===== config.mk =====
export PLATFORM = sky130hd
export DESIGN_NAME = dm_arbiter
export DESIGN_NICKNAME = d
export VERILOG_FILES = /design/src/rtl/dm_arbiter.sv
export SDC_FILE = /design/constraint.sdc
export NUM_CORES = 1
export LEC_CHECK = 0
export ABC_AREA = 1
export CORE_MARGIN = 2
export CORE_UTILIZATION = 25
export CTS_CLUSTER_DIAMETER = 50
export DETAILED_ROUTE_END_ITERATION = 8
export PLACE_DENSITY_LB_ADDON = 0.12
export SYNTH_ARGS = -nofsm -noshare
export SYNTH_HDL_FRONTEND = slang
export SYNTH_SLANG_ARGS = --single-unit

===== constraint.sdc =====
create_clock -name clk -period 6.6 [get_ports clk]
set_input_delay 0.66 -clock clk [delete_from_list [all_inputs] [get_ports clk]]
set_output_delay 0.66 -clock clk [all_outputs]
set_load 0.05 [all_outputs]

===== src/rtl/dm_arbiter.sv =====
// ============================================================================
// Module   : dm_arbiter
// Purpose  : Round-robin arbiter for single-port data memory: port A single-beat
//            CPU access, port B bursts (up to MAX_BURST beats) from DMA/loader.
// Options  : DM_ARB_PERF_EN adds saturating beat/wait performance counters.
// Revision : 1.0 - initial release
// ============================================================================
`default_nettype none

module dm_arbiter #(
  parameter int DW          = 32,
  parameter int AW          = 32,
  parameter int DEPTH_WORDS = 128,
  parameter int MAX_BURST   = 8,
  parameter int LW          = $clog2(MAX_BURST)
) (
  input  logic          clk,
  input  logic          rst,
  input  logic          a_req,
  input  logic          a_we,
  input  logic [AW-1:0] a_addr,
  input  logic [DW-1:0] a_wdata,
  output logic          a_gnt,
  output logic [DW-1:0] a_rdata,
  output logic          a_valid,
  input  logic          b_req,
  input  logic          b_we,
  input  logic [AW-1:0] b_addr,
  input  logic [LW-1:0] b_len,
  input  logic [DW-1:0] b_wdata,
  output logic          b_gnt,
  output logic [DW-1:0] b_rdata,
  output logic          b_valid,
  output logic          b_done,
  output logic          err,
  output logic [AW-1:0] dm_addr,
  output logic [DW-1:0] dm_wdata,
  output logic          MemWrite,
  input  logic [DW-1:0] dm_rdata
`ifdef DM_ARB_PERF_EN
  ,
  output logic [31:0]   perf_a_beats,
  output logic [31:0]   perf_b_beats,
  output logic [31:0]   perf_a_wait
`endif
);

  typedef enum logic [1:0] {
    ST_IDLE    = 2'd0,
    ST_SERVE_A = 2'd1,
    ST_SERVE_B = 2'd2
  } state_t;

  state_t        state_q, state_d;
  logic          rr_b_q, rr_b_d;
  logic [AW-1:0] base_q;
  logic [LW-1:0] len_q;
  logic [LW-1:0] beat_q;
  logic          we_b_q;
  logic [DW-1:0] a_rdata_q, b_rdata_q;
  logic          a_valid_q, b_valid_q, err_q;

  logic [AW:0]   beat_addr;
  logic          beat_we;
  logic          oor;
  logic          arb;
  logic          a_eff, b_eff;

  always_comb begin
    state_d   = state_q;
    rr_b_d    = rr_b_q;
    a_gnt     = 1'b0;
    b_gnt     = 1'b0;
    b_done    = 1'b0;
    dm_wdata  = '0;
    beat_addr = '0;
    beat_we   = 1'b0;
    arb       = 1'b0;
    a_eff     = 1'b0;
    b_eff     = 1'b0;
    case (state_q)
      ST_IDLE: begin
        arb   = 1'b1;
        a_eff = a_req;
        b_eff = b_req;
      end
      ST_SERVE_A: begin
        a_gnt     = 1'b1;
        beat_addr = {1'b0, a_addr};
        dm_wdata  = a_wdata;
        beat_we   = a_we;
        arb       = 1'b1;
        b_eff     = b_req;
        rr_b_d    = 1'b1;
      end
      ST_SERVE_B: begin
        b_gnt     = 1'b1;
        beat_addr = {1'b0, base_q} + (AW+1)'(beat_q);
        dm_wdata  = b_wdata;
        beat_we   = we_b_q;
        b_done    = (beat_q == len_q);
        if (b_done) begin
          arb    = 1'b1;
          a_eff  = a_req;
          rr_b_d = 1'b0;
        end
      end
      default: state_d = ST_IDLE;
    endcase

    // The port in its final beat still shows req this cycle; it is masked above.
    if (arb) begin
      if (a_eff && (!b_eff || !rr_b_d)) state_d = ST_SERVE_A;
      else if (b_eff)                   state_d = ST_SERVE_B;
      else                              state_d = ST_IDLE;
    end

    oor      = (state_q != ST_IDLE) && (beat_addr >= (AW+1)'(DEPTH_WORDS));
    dm_addr  = beat_addr[AW-1:0];
    MemWrite = beat_we && !oor && !rst;
  end

  always_ff @(posedge clk) begin
    if (rst) begin
      state_q   <= ST_IDLE;
      rr_b_q    <= 1'b0;
      base_q    <= '0;
      len_q     <= '0;
      beat_q    <= '0;
      we_b_q    <= 1'b0;
      a_rdata_q <= '0;
      b_rdata_q <= '0;
      a_valid_q <= 1'b0;
      b_valid_q <= 1'b0;
      err_q     <= 1'b0;
    end else begin
      state_q <= state_d;
      rr_b_q  <= rr_b_d;
      if (state_d == ST_SERVE_B && state_q != ST_SERVE_B) begin
        base_q <= b_addr;
        len_q  <= b_len;
        we_b_q <= b_we;
        beat_q <= '0;
      end else if (state_q == ST_SERVE_B) begin
        beat_q <= beat_q + LW'(1);
      end
      a_valid_q <= a_gnt && !a_we;
      if (a_gnt && !a_we) a_rdata_q <= oor ? '0 : dm_rdata;
      b_valid_q <= b_gnt && !we_b_q;
      if (b_gnt && !we_b_q) b_rdata_q <= oor ? '0 : dm_rdata;
      err_q <= oor;
    end
  end

  assign a_rdata = a_rdata_q;
  assign a_valid = a_valid_q;
  assign b_rdata = b_rdata_q;
  assign b_valid = b_valid_q;
  assign err     = err_q;

`ifdef DM_ARB_PERF_EN
  logic [31:0] perf_a_beats_q, perf_b_beats_q, perf_a_wait_q;

  always_ff @(posedge clk) begin
    if (rst) begin
      perf_a_beats_q <= '0;
      perf_b_beats_q <= '0;
      perf_a_wait_q  <= '0;
    end else begin
      if (a_gnt && perf_a_beats_q != '1)            perf_a_beats_q <= perf_a_beats_q + 32'd1;
      if (b_gnt && perf_b_beats_q != '1)            perf_b_beats_q <= perf_b_beats_q + 32'd1;
      if (a_req && !a_gnt && perf_a_wait_q != '1)   perf_a_wait_q  <= perf_a_wait_q + 32'd1;
    end
  end

  assign perf_a_beats = perf_a_beats_q;
  assign perf_b_beats = perf_b_beats_q;
  assign perf_a_wait  = perf_a_wait_q;
`endif

endmodule

`default_nettype wire


==> impl_results.md, run 1 <==
- Final critical-path required period: 4.97 ns
- Biggest fanout along the worst timing path: 30
- Number of nets in the final layout: 1300
- Wire per inst: roughly 17 um
- Cells along the critical path: inv_1 -> ha_1 -> nand2_4 -> clkinv_1 -> nand3_1 -> nand2_1 -> nor2_1 -> nand2_1 -> nor3_2 -> nand3_2 -> nand2_4 -> nand3_2 -> nor2_1 -> clkdlybuf4s50_1
- Critical path origin: state_q[0]$_SDFF_PP0_
- Synth top area share: about a third
- Most frequently used flop master after synthesis: dfxtp_1
- Crit. End Element: output pin
- First-pass GRT wire length: ~38000 um
- Crit path buffers/inverters: 3
- Fraction of synthesis flops using an asynchronous set or reset pin: 0%
- Synthesized instance count: roughly 850
- Latest clock arrival within the worst-skew pair: around 0.38 ns
- Setup slack of the worst register-to-register path: roughly 2.5 ns
- Max incr delay on CP: 0.86 ns
- Number of antenna cells inserted: 0
- Setup-violating endpoint count in the final report: 0
- Start of the worst register-to-register path: state_q[0]$_SDFF_PP0_
- PortBufs: between 300 and 400
- Starting density of the core: 25.6%
- Number of H-tree branching levels: 3
- Largest delay contributor family on the critical path: buffers and inverters
- DRC violations left: 0
- Critical path capture point: MemWrite
- Worst Path Arrival: 4.31 ns
- Hold WC Path Type: reg -> reg
- Die outline width: roughly 160 um
- Num ports: 304
- Largest area contributor in the netlist: dfxtp_1
- Largest net degree at the start of global routing: 102
- Top cells by area in the synthesized netlist: dfxtp_1 35%, o21ai_0 9.7%, nand2_1 9.3%, a21oi_2 7.8%, nand2_4 5.4%
- Routed via count divided by cell count: ~4.5
- Cell chosen for the clock root: clkbuf_16
- Relative slew slack: about a quarter
- Antenna-violating nets left: 0
- Fin Setup TNS: 0 ns
- HPWL after detailed placement: ~18000 um
- RSZ-0062 raised after global routing: false
- Clock tree sinks: 109
- Gr usage total: 18.4%
- Critical path class: reg -> out
- CTS hold repair buffers: 0
- Nets in the synthesized netlist: just over 1000
- Antenna violations before repair: 2
- Post-detailed-routing wire length: between 20000 and 25000 um
- Data required time of the worst path: between 5 and 6 ns
- Floorplan core area: around 24000 um2
- Worst Clk Skew: between 0.02 and 0.025 ns
- Instance count on the critical path: 14
- Pwr Total: between 3 and 4 mW
- Final hold violations: 0
- Area of the die: between 20000 and 30000 um2
- Remaining Overflow, GRT: 0
- Maximum clock frequency: about 200 MHz
- Worst-path cell with the longest stage delay: clkdlybuf4s50_1
- Number of enable flip-flop cells after synthesis: 0
- Row cnt: 57
- Final core utilization: between 40% and 50%
- Die height: approximately 160 um
- Critical path startpoint category: register
- FF-to-FF End: a_rdata[29]$_SDFFE_PP0P_
- Buffers inserted by post-CTS timing repair: 0
- Post-cts repair resize count: 0
- Area growth from synthesis to layout: 57.5%
- Cell Pwr Density: ~360 nW/um2
- Transition time at the pin with the least slew margin: 1.13 ns
- Share of post-route cells with drive strength above 1: between 10% and 20%
- Initial DRC Count: roughly 400
- Cts bufs inserted: 9
- Clock tree buffer depth: 2
- Count of cells along the worst register-to-register path: 14
- Worst supply voltage drop on vdd: 0.241 mV
- Clock tree from TritonCTS: built
- Routability-driven placement congestion ratio: 0.828
- Clock-pin transition on the worst setup and hold timing paths: roughly 0.080 ns
- Number of global-route vias before repair: between 6000 and 7000
- Synthesis-stage register bit count: ~110
- Final number of max-transition violations: 0
- Final Cycle Share: between 70% and 80%
- Max capacitance violation total: 0
- Synth Warn #: 0
- Sequential cell area fraction in the yosys report: between 30% and 40%
- Detailed Routing Iterations Pass 1: 4
- Mapped cell area: 6250 um2
- Mapped Avg Cell Area: between 7 and 8 um2
- Run status: completed
- Leakage power figure: between 3 and 4 nW
- Hold_ws: between 0.4 and 0.5 ns
- Via count: 6550
- Hold Path Cell Cnt: 2
- Count of cell types in the netlist: 34
how the worst min path moves through the flow:
stage / end / start / slack (ns)
after global placement: base_q[0]$_SDFFE_PP0P_ / base_q[0]$_SDFFE_PP0P_ / 0.45
after detailed placement: base_q[0]$_SDFFE_PP0P_ / base_q[0]$_SDFFE_PP0P_ / 0.45
after global routing: len_q[1]$_SDFFE_PP0P_ / len_q[1]$_SDFFE_PP0P_ / 0.49
after CTS: base_q[0]$_SDFFE_PP0P_ / base_q[0]$_SDFFE_PP0P_ / 0.46
final: base_q[0]$_SDFFE_PP0P_ / base_q[0]$_SDFFE_PP0P_ / 0.46
after floorplan: b_valid$_SDFF_PP0_ / we_b_q$_SDFFE_PP0P_ / 0.43
synth_stat cells (2+ instances only):
| cell | number |
|---|---|
| a211oi_1 | 2 |
| a21oi_1 | 52 |
| a21oi_2 | 56 |
| a22o_1 | 33 |
| buf_1 | 3 |
| buf_12 | 3 |
| buf_2 | 4 |
| clkbuf_1 | 37 |
| clkinv_1 | 3 |
| dfxtp_1 | 109 |
| ha_1 | 8 |
| inv_1 | 62 |
| inv_2 | 2 |
| nand2_1 | 155 |
| nand2_2 | 10 |
| nand2_4 | 30 |
| nand3_1 | 42 |
| nand3_2 | 4 |
| nand3b_1 | 2 |
| nand4_1 | 9 |
| nor2_1 | 74 |
| nor2_2 | 5 |
| nor2_4 | 4 |
| nor3_1 | 4 |
| nor3_2 | 2 |
| o21ai_0 | 121 |
| o21ai_1 | 3 |
| xnor2_1 | 4 |
report_power, final:
part           leakage, nW  internal [mW]  switching, mW
sequential           0.892          0.827          0.123
combinational         2.59          0.646           1.36
clock                0.155          0.277          0.317
flip-flops by register name, summed over array words and instances, names as in the netlist:
signal,cells
b_rdata,32
we_b_q,1
beat_q,3
a_rdata,32
a_valid,1
b_valid,1
err,1
rr_b_q,1
base_q,32
state_q,2
len_q,3
through the flow:
stage               setup WS [ns]  std cells  area, um2
floorplan                    2.30        849       6250
global placement             2.08       1435       9520
detailed placement           1.96       1435       9520
CTS                          1.52       1451       9850
global route                 1.26       1451       9850
finish                       1.63       1451       9850
cell usage in the layout (no fill, tap or decap), types with 3 or more instances in the layout:
master,n
clkdlybuf4s50_1,303
nand2_1,155
o21ai_0,121
dfxtp_1,109
nor2_1,72
inv_1,61
a21oi_2,56
a21oi_1,52
nand3_1,41
a22o_1,33
nand2_4,30
nand2_2,10
nand4_1,9
clkbuf_16,9
ha_1,8
nor2_4,6
buf_4,6
nand3_2,5
nor2_2,5
xnor2_1,4
nor3_1,4
clkinv_8,4
clkinv_1,3
inv_2,3
o21ai_1,3
layout make-up:
type / instances / area [um2]
Timing Repair Buffer: 309 / 3080
Clock inverter: 7 / 96.3
Tap cell: 324 / 405
Multi-Input combinational cell: 626 / 3610
Fill cell: 2589 / 14600
Inverter: 67 / 251
Clock buffer: 9 / 225
Sequential cell: 109 / 2180
worst min-delay path, cell delays in order (launching register included):
cell and delay [ns]:
dfxtp_1 0.32, inv_1 0.05, a21oi_1 0.05
routing by layer:
| layer | share of wire, % | wire (um) | vias to the layer above | track usage [%] |
|---|---|---|---|---|
| li1 | - | - | 3388 | - |
| met1 | 44 | 10700 | 2961 | 23.1 |
| met2 | 46 | 11200 | 170 | 30.3 |
| met3 | 8.3 | 2020 | 27 | 6.74 |
| met4 | 1.6 | 391 | 4 | 4.18 |
| met5 | 0.11 | 27 | - | 0 |
logic make-up (layout without fill, tap and decap cells):
logic type      Yosys count  in the layout  share of synthesized area (%)
xor+xnor                  4              4                          0.560
compound gates          269            269                           27.0
buf+inv                 114            392                           7.71
flops                   109            109                           34.9
simple gates            344            344                           27.9
fa+ha+maj                 9              9                           1.92
No activity file was read; power rests on OpenSTA's default activity.
==> run 2, diff against run 1 <==
Clock period 6.6 ns to 4.77 ns, I/O delays scaled along.
==> run 2 against run 1 <==
Highest routed layer unchanged. Sequential power is 39% higher. Global-route usage is 0.20 points higher. Cell area is 0.44% higher. Largest power group unchanged.
==> impl_results.md, run 2 (same netlist as run 1, synthesis figures left out) <==
- Cell chosen for the clock root: clkbuf_16
- Crit. End Element: output pin
- Area of the die: 26300 um2 (unchanged)
- Number of H-tree branching levels: 3 (unchanged)
- Hold Path Cell Cnt: 2 (unchanged)
- Final hold violations: 0 (unchanged)
- Post-detailed-routing wire length: 24600 um (+0.78%)
- Worst Path Arrival: 3.71 ns (-0.60 ns)
- Hold WC Path Type: reg -> reg
- Critical path capture point: MemWrite
- Number of antenna cells inserted: 0 (unchanged)
- Post-cts repair resize count: 0 (unchanged)
- Final number of max-transition violations: 0 (unchanged)
- Number of global-route vias before repair: 6679 (-0.43%)
- Count of cells along the worst register-to-register path: 11 (-3)
- Maximum clock frequency: approximately 240 MHz
- Clock tree buffer depth: 2 (unchanged)
- Sequential share of power: 26.8% (about the same)
- Sw Ratio: 50.6% (-0.12 points)
- Starting density of the core: 25.6% (unchanged)
- Final non-filler cell total: 1455 (+0.28%)
- DRC violations left: 0 (unchanged)
- Setup-violating endpoint count in the final report: 0 (unchanged)
- P_int: 2.43 mW (+39%)
- CTS hold repair buffers: 0 (unchanged)
- Worst-path cell with the longest stage delay: clkinv_1
- Clock tree sinks: 109 (unchanged)
- Final critical-path required period: 4.18 ns
- Final core utilization: 40.4% (+0.18 points)
- Worst Clk Skew: 0.0180 ns (-0.00291 ns)
- Leading cell types in the layout, fill and taps excluded: 302 x clkdlybuf4s50_1, 155 x nand2_1, 121 x o21ai_0
- Cts bufs inserted: 9 (unchanged)
- FF-to-FF End: base_q[8]$_SDFFE_PP0P_
- Data required time of the worst path: 4.29 ns (-1.65 ns)
- Pwr Total: 4.91 mW (+38%)
- Max incr delay on CP: 0.54 ns (-0.32 ns)
- Filler cells: 2602 (+0.50%)
- Cells along the critical path: inv_1 -> ha_1 -> nand2_4 -> clkinv_1 -> nand3_1 -> nand2_1 -> nor2_1 -> nand2_1 -> nor3_2 -> nand3_2 -> nand2_4 -> nand3_2 -> nor2_1 -> buf_12
- Final Cycle Share: between 80% and 90%
- Number of nets in the final layout: 1304 (+0.31%)
- Initial DRC Count: 429 (+4.1%)
- Critical path startpoint category: register
- DP Cell Count: 1439 (+0.28%)
- Total area of multi-input combinational cells: 3610 um2 (unchanged)
- Critical path origin: state_q[0]$_SDFF_PP0_
- Antenna violations before repair: 1 (-1)
- Net switching power: 2.48 mW (+38%)
- Area growth from synthesis to layout: 58.2%
- Run status: completed
- Latest clock arrival within the worst-skew pair: 0.37 ns (about the same)
- Max capacitance violation total: 0 (unchanged)
- Floorplan core area: 24500 um2 (unchanged)
- Transition time at the pin with the least slew margin: 0.865 ns (-0.263 ns)
- Leakage power figure: 3.66 nW (+0.57%)
- RSZ-0062 raised after global routing: false
- Share of post-route cells with drive strength above 1: 13.0% (+0.40 points)
- Biggest fanout along the worst timing path: 19 (-37%)
- Setup slack of the worst register-to-register path: 0.97 ns (-1.56 ns)
- Routability-driven placement congestion ratio: 0.847 (+2.3%)
- HPWL after detailed placement: 18900 um (+4.5%)
- Start of the worst register-to-register path: state_q[0]$_SDFF_PP0_
- Leading cell type in the layout, fill and taps excluded: clkdlybuf4s50_1
- Clock power frac: 16.3% (-0.4 points)
- Num ports: 304 (unchanged)
- Combinational Power Share: 56.9% (+0.4 points)
- Wire per inst: 16.9 um (+0.51%)
- Critical path class: reg -> out
- Row cnt: 57 (unchanged)
- Detailed Routing Iterations Pass 1: 5 (+1)
- Gr usage total: 18.6% (+0.20 points)
- PortBufs: 303 (unchanged)
- Die height: 162 um (unchanged)
- Largest net degree at the start of global routing: 77 (-25%)
- Footprint of the flip-flops and latches: 2180 um2 (unchanged)
- Relative slew slack: 42.2% (+17 points)
- Cell Pwr Density: 496 nW/um2 (+38%)
- First-pass GRT wire length: 38500 um (+0.54%)
- Fin Setup TNS: 0 ns (unchanged)
- Clock tree from TritonCTS: built
- Worst supply voltage drop on vdd: 0.432 mV (+79%)
- Remaining Overflow, GRT: 0 (unchanged)
- Via count: 6647 (+1.5%)
- Die outline width: 162 um (unchanged)
- Antenna-violating nets left: 0 (unchanged)
- Clock-pin transition on the worst setup and hold timing paths: 0.08 ns (about the same)
- Buffers inserted by post-CTS timing repair: 0 (unchanged)
- Routed via count divided by cell count: 4.57 (+1.2%)
==> run 2: routing by layer <==
metal,part of all wire [%],track usage [%]
met5,0.045,0
met4,1.3,3.42
met3,8.6,7.00
met2,47,30.9
met1,43,23.3
==> run 2: final cells by class <==
| cell class | instances | area share (%) |
|---|---|---|
| multi-input cells | 626 | 36.5 |
| repair buffers | 313 | 31.5 |
| flip-flops and latches | 109 | 22.1 |
| well taps | 324 | 4.10 |
| inverters | 67 | 2.54 |
| clock buffers | 9 | 2.28 |
| clock inverters | 7 | 1.01 |
==> run 2: critical path: cells and delay by family, from the launching register on <==
kind                       cells  cell delay (ns)
and+or+nand+nor               10             1.72
buffers and inverters          3             0.78
adders and majority gates      1             0.45
DFF                            1             0.37
==> run 2: metrics by stage <==
step / setup slack (ns) / hold slack (ns) / cell area (um2)
global placement: 0.890 / 0.450 / 9560
detailed placement: 0.861 / 0.451 / 9560
global route: 0.339 / 0.489 / 9890
finish: 0.587 / 0.459 / 9890
floorplan: 0.654 / 0.426 / 6250
CTS: 0.536 / 0.463 / 9890
==> run 2: power by group through the flow <==
stage,clock network (mW),logic [mW],registers [mW]
3_5_place_dp,0,2.82,1.33
4_1_cts,0.838,2.83,1.32
3_3_place_gp,0,2.83,1.33
5_1_grt,0.873,3.00,1.35
6_report,0.801,2.79,1.32
2_1_floorplan,0,1.56,1.73
==> run 2: how the worst min path moves through the flow <==
stage	start	endpoint	slack, ns
floorplan	we_b_q$_SDFFE_PP0P_	b_valid$_SDFF_PP0_	0.43
global placement	base_q[0]$_SDFFE_PP0P_	base_q[0]$_SDFFE_PP0P_	0.45
detailed placement	base_q[0]$_SDFFE_PP0P_	base_q[0]$_SDFFE_PP0P_	0.45
CTS	base_q[0]$_SDFFE_PP0P_	base_q[0]$_SDFFE_PP0P_	0.46
global route	len_q[0]$_SDFFE_PP0P_	len_q[0]$_SDFFE_PP0P_	0.49
finish	base_q[0]$_SDFFE_PP0P_	base_q[0]$_SDFFE_PP0P_	0.46
==> run 3, diff against run 2 <==
Settings changed: MAX_ROUTING_LAYER set to met4, SKIP_CTS_REPAIR_TIMING set to 1, TNS_END_PERCENT set to 1.
==> run 3 against run 2 <==
Clock power about the same. Global-route usage up 0.58 points. Critical path depth unchanged. Core utilization about the same. First-iteration DRC count down 1.4%. Highest routed layer is now met4. Clock skew down 0.0013 ns. Worst hold slack about the same. Routed wire length up 0.17%. Register-to-register slack about the same. Cell count about the same. Critical endpoint unchanged. Sequential share of layout area about the same. Largest power group unchanged. Via count down 0.36%.
==> impl_results.md, run 3 (same netlist as run 1, synthesis figures left out) <==
- Final hold violations: 0 (unchanged)
- Number of nets in the final layout: 1304 (unchanged)
- HPWL after detailed placement: 18900 um (unchanged)
- Leading cell types in the layout, fill and taps excluded: 302 x clkdlybuf4s50_1, 155 x nand2_1, 121 x o21ai_0
- Transition time at the pin with the least slew margin: 0.865 ns (-0.000219 ns)
- Clock-pin transition on the worst setup and hold timing paths: 0.08 ns (about the same)
- Final critical-path required period: 4.18 ns (-0.00746 ns)
- Remaining Overflow, GRT: 0 (unchanged)
- Antenna violations before repair: 1 (unchanged)
- Crit. End Element: output pin
- Starting density of the core: 25.6% (unchanged)
- Initial DRC Count: 423 (-1.4%)
- Count of cells along the worst register-to-register path: 11 (unchanged)
- First-pass GRT wire length: 38400 um (-0.18%)
- End of the worst hold path: base_q[0]$_SDFFE_PP0P_
- Leakage power figure: 3.66 nW (unchanged)
- Cells along the critical path: inv_1 -> ha_1 -> nand2_4 -> clkinv_1 -> nand3_1 -> nand2_1 -> nor2_1 -> nand2_1 -> nor3_2 -> nand3_2 -> nand2_4 -> nand3_2 -> nor2_1 -> buf_12
- Row cnt: 57 (unchanged)
- Final core utilization: 40.4% (about the same)
- Hold WC Path Type: reg -> reg
- Via count: 6623 (-0.36%)
- Worst Clk Skew: 0.0168 ns (-0.00128 ns)
- Cell Pwr Density: 496 nW/um2 (about the same)
- Setup slack of the worst register-to-register path: 0.96 ns (about the same)
- Die height: 162 um (unchanged)
- Post-detailed-routing wire length: 24600 um (+0.17%)
- Share of post-route cells with drive strength above 1: 13.0% (unchanged)
- Clock tree buffer depth: 2 (unchanged)
- Routed via count divided by cell count: 4.55 (-0.43%)
- FF-to-FF End: base_q[8]$_SDFFE_PP0P_
- Clock tree from TritonCTS: built
- Num ports: 304 (unchanged)
- Largest net degree at the start of global routing: 77 (unchanged)
- Wire per inst: 16.9 um (+0.10%)
- Maximum clock frequency: 239 MHz (+0.18%)
- Largest delay contributor family on the critical path: simple AND/OR/NAND/NOR gates
- Relative slew slack: 42.2% (about the same)
- Data required time of the worst path: 4.29 ns (about the same)
- DRC violations left: 0 (unchanged)
- Setup-violating endpoint count in the final report: 0 (unchanged)
- Area of the die: 26300 um2 (unchanged)
- Leading cell type in the layout, fill and taps excluded: clkdlybuf4s50_1
- Gr usage total: 19.2% (+0.58 points)
- Detailed Routing Iterations Pass 1: 4 (-1)
- Antenna-violating nets left: 0 (unchanged)
- Critical path startpoint category: register
- Crit path buffers/inverters: 3 (unchanged)
- Start point of the worst hold path: base_q[0]$_SDFFE_PP0P_
- Number of global-route vias before repair: 6688 (+0.13%)
- Fin Setup TNS: 0 ns (unchanged)
- Worst-path cell with the longest stage delay: clkinv_1
- Max capacitance violation total: 0 (unchanged)
- Area growth from synthesis to layout: 58.2% (about the same)
- Max incr delay on CP: 0.54 ns (about the same)
- Run status: completed
- Floorplan core area: 24500 um2 (unchanged)
- Die outline width: 162 um (unchanged)
- RSZ-0062 raised after global routing: false
- Final Cycle Share: 87.5% (-0.16 points)
- Worst Path Arrival: 3.70 ns (about the same)
- Clock tree sinks: 109 (unchanged)
- Biggest fanout along the worst timing path: 19 (unchanged)
- Final number of max-transition violations: 0 (unchanged)
- Routability-driven placement congestion ratio: 0.860 (+1.6%)
- Hold Path Cell Cnt: 2 (unchanged)
- Number of H-tree branching levels: 3 (unchanged)
- Cell chosen for the clock root: clkbuf_16
- Worst supply voltage drop on vdd: 0.430 mV (-0.39%)
- Cts bufs inserted: 9 (unchanged)
- PortBufs: 303 (unchanged)
- Latest clock arrival within the worst-skew pair: 0.37 ns (about the same)
- Critical path class: reg -> out
- Start of the worst register-to-register path: state_q[0]$_SDFF_PP0_
==> run 3: cell count changes in the layout (fill, tap and decap cells not counted), sizes merged <==
| cell | previous run | this run |
|---|---|---|
| diode | 0 | 1 |
==> run 3: worst min-delay path, stage by stage, from the launching register on <==
cell and delay [ns]:
dfxtp_1 0.32, inv_1 0.05, a21oi_1 0.05
==> run 3: layout make-up <==
cell class              instances  area, um2
clock inverters                 7        100
multi-input cells             626       3610
inverters                      67        251
fillers                      2603      14600
flip-flops and latches        109       2180
clock buffers                   9        225
repair buffers                313       3120
diodes                          1       2.50
well taps                     324        405
==> run 3: metrics by stage <==
| step | hold slack (ns) | setup slack (ns) | cell area (um2) | total power [mW] | instances |
|---|---|---|---|---|---|
| after floorplan | 0.426 | 0.654 | 6250 | 3.28 | 849 |
| after global placement | 0.450 | 0.890 | 9560 | 4.16 | 1439 |
| after detailed placement | 0.451 | 0.861 | 9560 | 4.16 | 1439 |
| after CTS | 0.463 | 0.536 | 9890 | 4.99 | 1455 |
| after global routing | 0.489 | 0.339 | 9890 | 5.23 | 1456 |
| final | 0.460 | 0.594 | 9890 | 4.91 | 1456 |
==> run 3: how the worst max path moves through the flow <==
stage	cells past startpoint	slack (ns)	start	endpoint
global route	14	0.34	state_q[0]$_SDFF_PP0_	MemWrite
global placement	11	0.89	state_q[0]$_SDFF_PP0_	base_q[8]$_SDFFE_PP0P_
detailed placement	11	0.86	state_q[0]$_SDFF_PP0_	base_q[8]$_SDFFE_PP0P_
floorplan	17	0.65	beat_q[0]$_SDFFE_PP0P_	MemWrite
CTS	14	0.54	state_q[0]$_SDFF_PP0_	MemWrite
finish	14	0.59	state_q[0]$_SDFF_PP0_	MemWrite
==> run 3: power by group <==
group          switching [mW]  internal (mW)
logic                    1.89          0.899
clock network           0.420          0.382
registers               0.172           1.14
==> run 3: per-layer routing <==
metal  track usage, %  share of wire, %  up-vias
met3             6.64               8.2       19
met5                -                 0        -
met4             3.42               1.3        0
met2             30.8                47      198
met1             23.7                43     3001
li1                 -                 -     3405
